## config.mk

```make
export PLATFORM = sky130hd
export DESIGN_NAME = dct_transpose_buf
export DESIGN_NICKNAME = d
export VERILOG_FILES = /design/src/rtl/dct_transpose_buf.sv
export SDC_FILE = /design/constraint.sdc
export NUM_CORES = 2
export LEC_CHECK = 0
export CORE_UTILIZATION = 40
export DETAILED_ROUTE_END_ITERATION = 16
export GPL_TIMING_DRIVEN = 0
export HOLD_SLACK_MARGIN = 0.02
export SYNTH_ARGS = -nofsm -noshare
export SYNTH_HDL_FRONTEND = slang
export SYNTH_SLANG_ARGS = --single-unit
```

## constraint.sdc

```tcl
create_clock -name clk -period 19 [get_ports clk]
set_clock_uncertainty 0.15 [all_clocks]
set_input_delay 1.9 -clock clk [delete_from_list [all_inputs] [get_ports clk]]
set_output_delay 1.9 -clock clk [all_outputs]
set_load 0.05 [all_outputs]
```

## src/rtl/dct_transpose_buf.sv

```systemverilog
// dct_transpose_buf: ping-pong N x N block buffer, emits each block transposed or straight.
// Define DCT_TPB_ROUND_EN for a rounded, shifted and saturated output with a sat pulse.
module dct_transpose_buf #(
    parameter int DATA_WIDTH = 18,
    parameter int OUT_WIDTH  = 18,
    parameter int N          = 8,
    parameter int SHIFT      = 0
) (
    input  logic                      clk,
    input  logic                      rst_n,
    input  logic                      s_valid,
    output logic                      s_ready,
    input  logic [N*DATA_WIDTH-1:0]   s_data,
    input  logic                      s_mode,
    output logic                      m_valid,
    input  logic                      m_ready,
    output logic [N*OUT_WIDTH-1:0]    m_data,
    output logic                      m_first,
    output logic                      m_last,
    output logic                      sat
);
    localparam int AW = $clog2(N);
    localparam logic [AW-1:0] LAST = AW'(N - 1);

    logic [DATA_WIDTH-1:0] mem [2][N][N];
    logic [1:0] full;
    logic [1:0] mode;
    logic wr_bank, rd_bank;
    logic [AW-1:0] wr_row, rd_idx;
    logic wr_en, rd_en;
    logic signed [DATA_WIDTH-1:0] x;
    logic [N*OUT_WIDTH-1:0] lanes;

    assign s_ready = !full[wr_bank];
    assign m_valid = full[rd_bank];
    assign wr_en   = s_valid && s_ready;
    assign rd_en   = m_valid && m_ready;
    assign m_first = m_valid && rd_idx == '0;
    assign m_last  = m_valid && rd_idx == LAST;
    assign m_data  = m_valid ? lanes : '0;

    always_ff @(posedge clk) begin
        if (wr_en) begin
            for (int c = 0; c < N; c++)
                mem[wr_bank][wr_row][AW'(c)] <= s_data[c*DATA_WIDTH +: DATA_WIDTH];
            if (wr_row == '0)
                mode[wr_bank] <= s_mode;
        end
    end

    // A write can only target an EMPTY bank and a read only a FULL one, so both
    // completions in one edge always touch different banks.
    always_ff @(posedge clk or negedge rst_n) begin
        if (!rst_n) begin
            full    <= '0;
            wr_bank <= 1'b0;
            rd_bank <= 1'b0;
            wr_row  <= '0;
            rd_idx  <= '0;
        end else begin
            if (wr_en) begin
                wr_row <= wr_row + 1'b1;
                if (wr_row == LAST) begin
                    full[wr_bank] <= 1'b1;
                    wr_bank       <= !wr_bank;
                end
            end
            if (rd_en) begin
                rd_idx <= rd_idx + 1'b1;
                if (rd_idx == LAST) begin
                    full[rd_bank] <= 1'b0;
                    rd_bank       <= !rd_bank;
                end
            end
        end
    end

`ifdef DCT_TPB_ROUND_EN
    localparam int XW = (DATA_WIDTH + 1 > OUT_WIDTH ? DATA_WIDTH + 1 : OUT_WIDTH) + 1;
    localparam logic signed [XW-1:0] RND  = XW'((1 << SHIFT) >> 1);
    localparam logic signed [XW-1:0] MAXV = XW'((1 << (OUT_WIDTH - 1)) - 1);
    localparam logic signed [XW-1:0] MINV = XW'(-(1 << (OUT_WIDTH - 1)));
    logic signed [XW-1:0] y;
    logic any_sat;

    assign sat = rd_en && any_sat;
`else
    assign sat = 1'b0;
`endif

    always_comb begin
        lanes = '0;
        x = '0;
`ifdef DCT_TPB_ROUND_EN
        y = '0;
        any_sat = 1'b0;
`endif
        for (int k = 0; k < N; k++) begin
            x = mode[rd_bank] ? mem[rd_bank][AW'(k)][rd_idx] : mem[rd_bank][rd_idx][AW'(k)];
`ifdef DCT_TPB_ROUND_EN
            y = (XW'(x) + RND) >>> SHIFT;
            any_sat = any_sat | (y > MAXV) | (y < MINV);
            lanes[k*OUT_WIDTH +: OUT_WIDTH] = y > MAXV ? MAXV[OUT_WIDTH-1:0] :
                                              y < MINV ? MINV[OUT_WIDTH-1:0] : y[OUT_WIDTH-1:0];
`else
            lanes[k*OUT_WIDTH +: OUT_WIDTH] = OUT_WIDTH'(x);
`endif
        end
    end
endmodule

```

Word level (Yosys, flattened, before mapping)
Memory sizes are Yosys's and may differ from the RTL's.
Cells that the tools add are included.
Cells by class
  reduce and logical (&&, ||, !) cells: 15
  equality and inequality tests: 2
  bitwise operators: 3461
  order comparisons: 7
  mux-type cells: 3507
  add/sub/neg operators: 2
Operators with widths (count)
  $mux W1152: 4
  $mux W1: 3465
  $or A1 B1 Y1: 3456
  $demux W144 S3: 4
  $mux W144: 4
  $bmux W144 S3: 1
  $mux W18: 15
  $bmux W18 S3: 4
  $mux W126: 1
  $mux W108: 1
  $mux W90: 1
  $ge A4 B4 Y1 const B: 2
  $mux W2: 4
  $not A3 Y4: 2
  $logic_and A1 B1 Y1: 7
  $add A3 B1 Y3 const B: 2
  $eq A3 B3 Y1 const B: 2
  $logic_not A3 Y1: 2
  $reduce_and A2 Y1: 3
  $lt A1 B2 Y1 const B: 2
  $lt A4 B1 Y1 const B: 1
  $logic_not A1 Y1: 3
  $and A2 B2 Y2: 1
  $bwmux W2: 1
  4 further kinds: 6
Word-level totals
  input port bits: 149
  output and inout bits: 149
  memories: 2
  memory bits (read-only): 144
  bits in writable memories: 2304
  logic and storage cells: 7002
  flip-flop bits (word level): 12
Memory list
  mem: depth 2, bits a word 1152, rd ports 1, clocked after memory_dff 0, write ports 1, line 25  | logic [DATA_WIDTH-1:0] mem [2][N][N];
  (name not given): depth 8, bits a word 18, rd ports 1, clocked after memory_dff 0, write ports 0, line 99  | x = mode[rd_bank] ? mem[rd_bank][AW'(k)][rd_idx] : mem[rd_bank][rd_idx][AW'(k)];

Logic depth before layout (Yosys ltp)
  depth after elaboration: 10
  gate-level depth with buffers: 10
  mapped depth without buffers: 5

Least setup slack after synthesis
Ideal clock, no wire load.
  kind: input to register
  from: input s_valid
  to: memory mem[0][216] (netlist bit), enable pin
  arrival time: 8871 ps
  buffers on the path: 0
  path slack: 9299 ps
  stages on the path: 2
  library setup time: 679 ps
  data required time: 18171 ps
  path through: nand2_4 nor4_1
On the way
  word-level cells in the longest chain between the ends: 6
  elaborated cells on any way between the ends: 9
  classes of those cells: mux: 5; bitwise: 3; reduce/logical: 1
Ends and longest elaborated chain
  start, declared: line 11  | input logic s_valid,
  $logic_and A1 B1 Y1 *: line 36  | assign wr_en = s_valid && s_ready;
  $mux W1 *
  $mux W1152 (not written as such): line 45  | mem[wr_bank][wr_row][AW'(c)] <= s_data[c*DATA_WIDTH +: DATA_WIDTH];
  $or A1 B1 Y1 (no line) (2 in series)
  $or A1 B1 Y1 (no line) *
  end, declared: line 25
Every way passes the cells marked *; elsewhere a longest branch is shown, timed or not.

Final worst setup path
  from: register rd_idx[0]
  to: output m_data[4]
On the way
  word-level cells in the longest chain between the ends: 6
  elaborated cells on any way between the ends: 9
  classes of those cells: mux: 8; bitwise: 1
Ends and longest elaborated chain
  start, declared: line 29  | logic [AW-1:0] wr_row, rd_idx;
  start signal, assigned: line 69  | rd_idx <= rd_idx + 1'b1;
  $not A3 Y4 *
  $bmux W144 S3 or $bmux W18 S3 (tied branches)
  $mux W144 (not written as such) or $mux W18 (tied branches) (2 in series): line 99
  $mux W18 *: line 99
  $mux W144 *: line 40  | assign m_data = m_valid ? lanes : '0;
  end, declared: line 17  | output logic [N*OUT_WIDTH-1:0] m_data,
Every way passes the cells marked *; elsewhere a longest branch is shown, timed or not. The select of a mux whose other input is x is not followed.

==> results_dict.tcl <==
set metrics [dict create \
    num-fill-cells 11500 \
    dieWidth_um 372 \
    ctsRootBufferMaster "clkbuf_16" \
    synth_commonest_cells "edfxtp_1 (1154), mux2_2 (344), mux4_2 (295)" \
    post_synth_and_or_nand_nor_area_fraction_pct 2.37 \
    first_global_vias 35000 \
    die-height_um 372 \
    power_density_nw_per_um2 163 \
    setup_repair_after_global_routing_missed_its_margin "no" \
    fin_nets 3658 \
    port-buffer-count 152 \
    clk_pin_slew_ps 60 \
    synth_compound_gate_area_share_pct 5.76 \
    synth.distinct_cells 65 \
    syn_area_um2 54900 \
    post-synth-top-area-fraction_pct 63.1 \
    timing_worst_setup_path_type "reg -> out" \
    critical_path_required_ps 16950 \
    share_of_final_layout_standard_cells_stronger_than_drive_strength_1_pct 34.6 \
    cts-hold-fix-buffers 0 \
    dr.pass1.iters 8 \
    timing.slew.headroom_pct -6.76 \
    final_wirelength_mm 237 \
    tritoncts "yes" \
    hold_path.class "reg -> reg" \
    period_share_pct 42.1 \
    yosys_register_bits 1164 \
    cts_resized 0 \
    routedWlPerCell_um 43.9 \
    rr_worst_depth 8 \
    grt_start_max_net_pins 26 \
    arrival_ps 5950 \
    gp_congestion 0.973 \
    grt_remaining_overflow 0 \
    run_status "complete, but fails checks" \
    yosys-mux-area-fraction_pct 24.6 \
    fin_setup_tns_ps 0 \
    synth_ff_type "edfxtp_1" \
    synth.yosys.seq_area_share_pct 63.6 \
    initialDrtViolationCount 6520 \
    design.portCount 298 \
    max_slew.worst_pin.slew_ps 1600 \
    clock-sinks 1164 \
    crit_path_end_kind "primary output" \
    hpwl_mm 156 \
    globalRouteTotalUtil_pct 34.0 \
    detailed_place.area_um2 60400 \
    initial_core_util_pct 40.4 \
    route.detailed.drc 0 \
    finalWorstPathRequiredPeriod_ps 8000 \
    regToRegEndpoint "mem[0][125]$_DFFE_PP_" \
    critical_path.startpoint_type "register" \
    synth_most_common_cell "edfxtp_1" \
    synthXorXnorAreaFrac_pct 0.0638 \
    maxClockFrequency_ghz 0.125 \
    fin_area_um2 64600 \
    synthesis.instances 3064 \
    startpoint "rd_idx[0]$_DFFE_PN0P_" \
    cp-endpoint "m_data[4]" \
    design_power_total_mw 10.5 \
    timing_hold_violations_final 0 \
    flow.area_growth_from_synthesis_pct 17.6 \
    htree_num_levels 4 \
    power_leakage_nw 21.8 \
    setup.reg_to_reg.worst_slack_ps 14760 \
    regToRegStartpoint "wr_bank$_DFFE_PN0P_" \
    remaining_antenna_violation_count_after_routing 0 \
    violations_in_the_final_reports "capacitance limit, slew limit" \
    max_cap_violations 7 \
    grt_antenna_before_repair 13 \
    synthArstFlopShare_pct 0.859 \
    numCtsBuffers 132 \
    synth_fa_ha_area_share_pct 0.137 \
    synth_top_family_by_area "multiplexers" \
    row_count 135 \
    report.final.slew_viol_count 76 \
    placed_cells 5148 \
    final_core_util_pct 47.6 \
    synthTopCellsByArea "edfxtp_1 (63%), mux4_2 (12%), mux2_2 (7.1%)" \
    netlist.top_cell.by_area "edfxtp_1" \
    path_max_fanout 10 \
    layoutNonFillerInstCount 5395 \
    routed_via_density 6.77 \
    finalSetupViolations 0 \
    synth_warnings 0 \
    cts.path.max_buffers 3 \
    clk-insertion-delay-late_ps 770 \
    core_area_um2 136000 \
    post_cts.repair.setup_buffers 0 \
    synth_edf_count 1154 \
    ir_drop_v 0.000114 \
    syn_avg_cell_area_um2 17.9 \
    die_area_um2 139000 \
    vias 36500 \
    grt_first_pass_wirelength_mm 311 \
]
## worst max-delay path: stages (launching register included)
cell and delay, ps:
dfrtp_1 430, buf_2 300, buf_4 380, buf_2 370
buf_1 1070, mux4_2 430, a22oi_1 700, o211ai_1 590
clkdlybuf4s50_1 860
## sequential cells by signal, summed over array words and instances, names as in the netlist
signal / flops
mode: 2
wr_row: 3
mem: 1152
wr_bank: 1
rd_bank: 1
full: 2
rd_idx: 3
## per-layer routing
layer  track usage, %  vias up  share of wire (%)
met5            0.105        -              0.031
met4             20.3       10                7.3
met3             13.2      704                 15
met2             49.2     3252                 43
met1             43.0    19000                 35
li1                 -    13500                  -
## report_power, final
part / internal, mW / switching, mW / leakage (nW)
Combinational: 1.53 / 3.33 / 9.20
Clock: 1.43 / 1.08 / 2.04
Sequential: 3.08 / 0.0688 / 10.5
Total: 6.05 / 4.48 / 21.8
## cells in the final DEF (no fill, tap or decap), types with 51 or more instances in the layout
master	netlist	routed
mux4_2	295	295
conb_1	1	73
clkbuf_1	93	109
buf_2	113	115
mux2_2	344	344
nand3_1	51	51
edfxtp_1	1154	1154
clkbuf_16	0	136
clkdlybuf4s50_1	0	152
buf_4	101	132
mux2_4	76	76
mux2i_1	176	176
a21o_1	55	55
a22oi_1	113	113
## cell families after synthesis
family	after synthesis
multiplexers	897
XOR/XNOR	4
adder cells (fa/ha/maj)	6
flip-flops	1164
other	1
AND/OR/NAND/NOR	245
AO/OA/AOI/OAI	404
buffers and inverters	343
## how the worst min path moves through the flow
stage	slack (ps)	startpoint	cells after the start	end
floorplan	430	full[0]$_DFF_PN0_	1	full[0]$_DFF_PN0_
global placement	460	wr_row[2]$_DFFE_PN0N_	2	wr_row[2]$_DFFE_PN0N_
detailed placement	460	wr_row[2]$_DFFE_PN0N_	2	wr_row[2]$_DFFE_PN0N_
CTS	480	wr_row[2]$_DFFE_PN0N_	2	wr_row[2]$_DFFE_PN0N_
global route	530	wr_row[2]$_DFFE_PN0N_	2	wr_row[2]$_DFFE_PN0N_
finish	480	wr_row[2]$_DFFE_PN0N_	2	wr_row[2]$_DFFE_PN0N_
## stage by stage
stage	setup slack [ps]	hold WS, ps
after floorplan	9300	432
after global placement	-1700	456
after detailed placement	11980	463
after CTS	11170	477
after global routing	11140	529
final	11000	475
## cell type report
| class | instances | area (um^2) | share of cell area, % |
|---|---|---|---|
| buffer | 333 | 1900 | 2.95 |
| antenna | 10 | 25.0 | 0.0388 |
| inverter | 10 | 37.5 | 0.0581 |
| sequential | 1164 | 34900 | 54.1 |
| multi-input combinational | 1629 | 18500 | 28.6 |
| clock inverter | 72 | 618 | 0.957 |
| timing repair buffer | 233 | 2860 | 4.43 |
| tap | 1781 | 2230 | 3.45 |
| clock buffer | 163 | 3520 | 5.46 |
No activity file was read; power rests on OpenSTA's default activity.
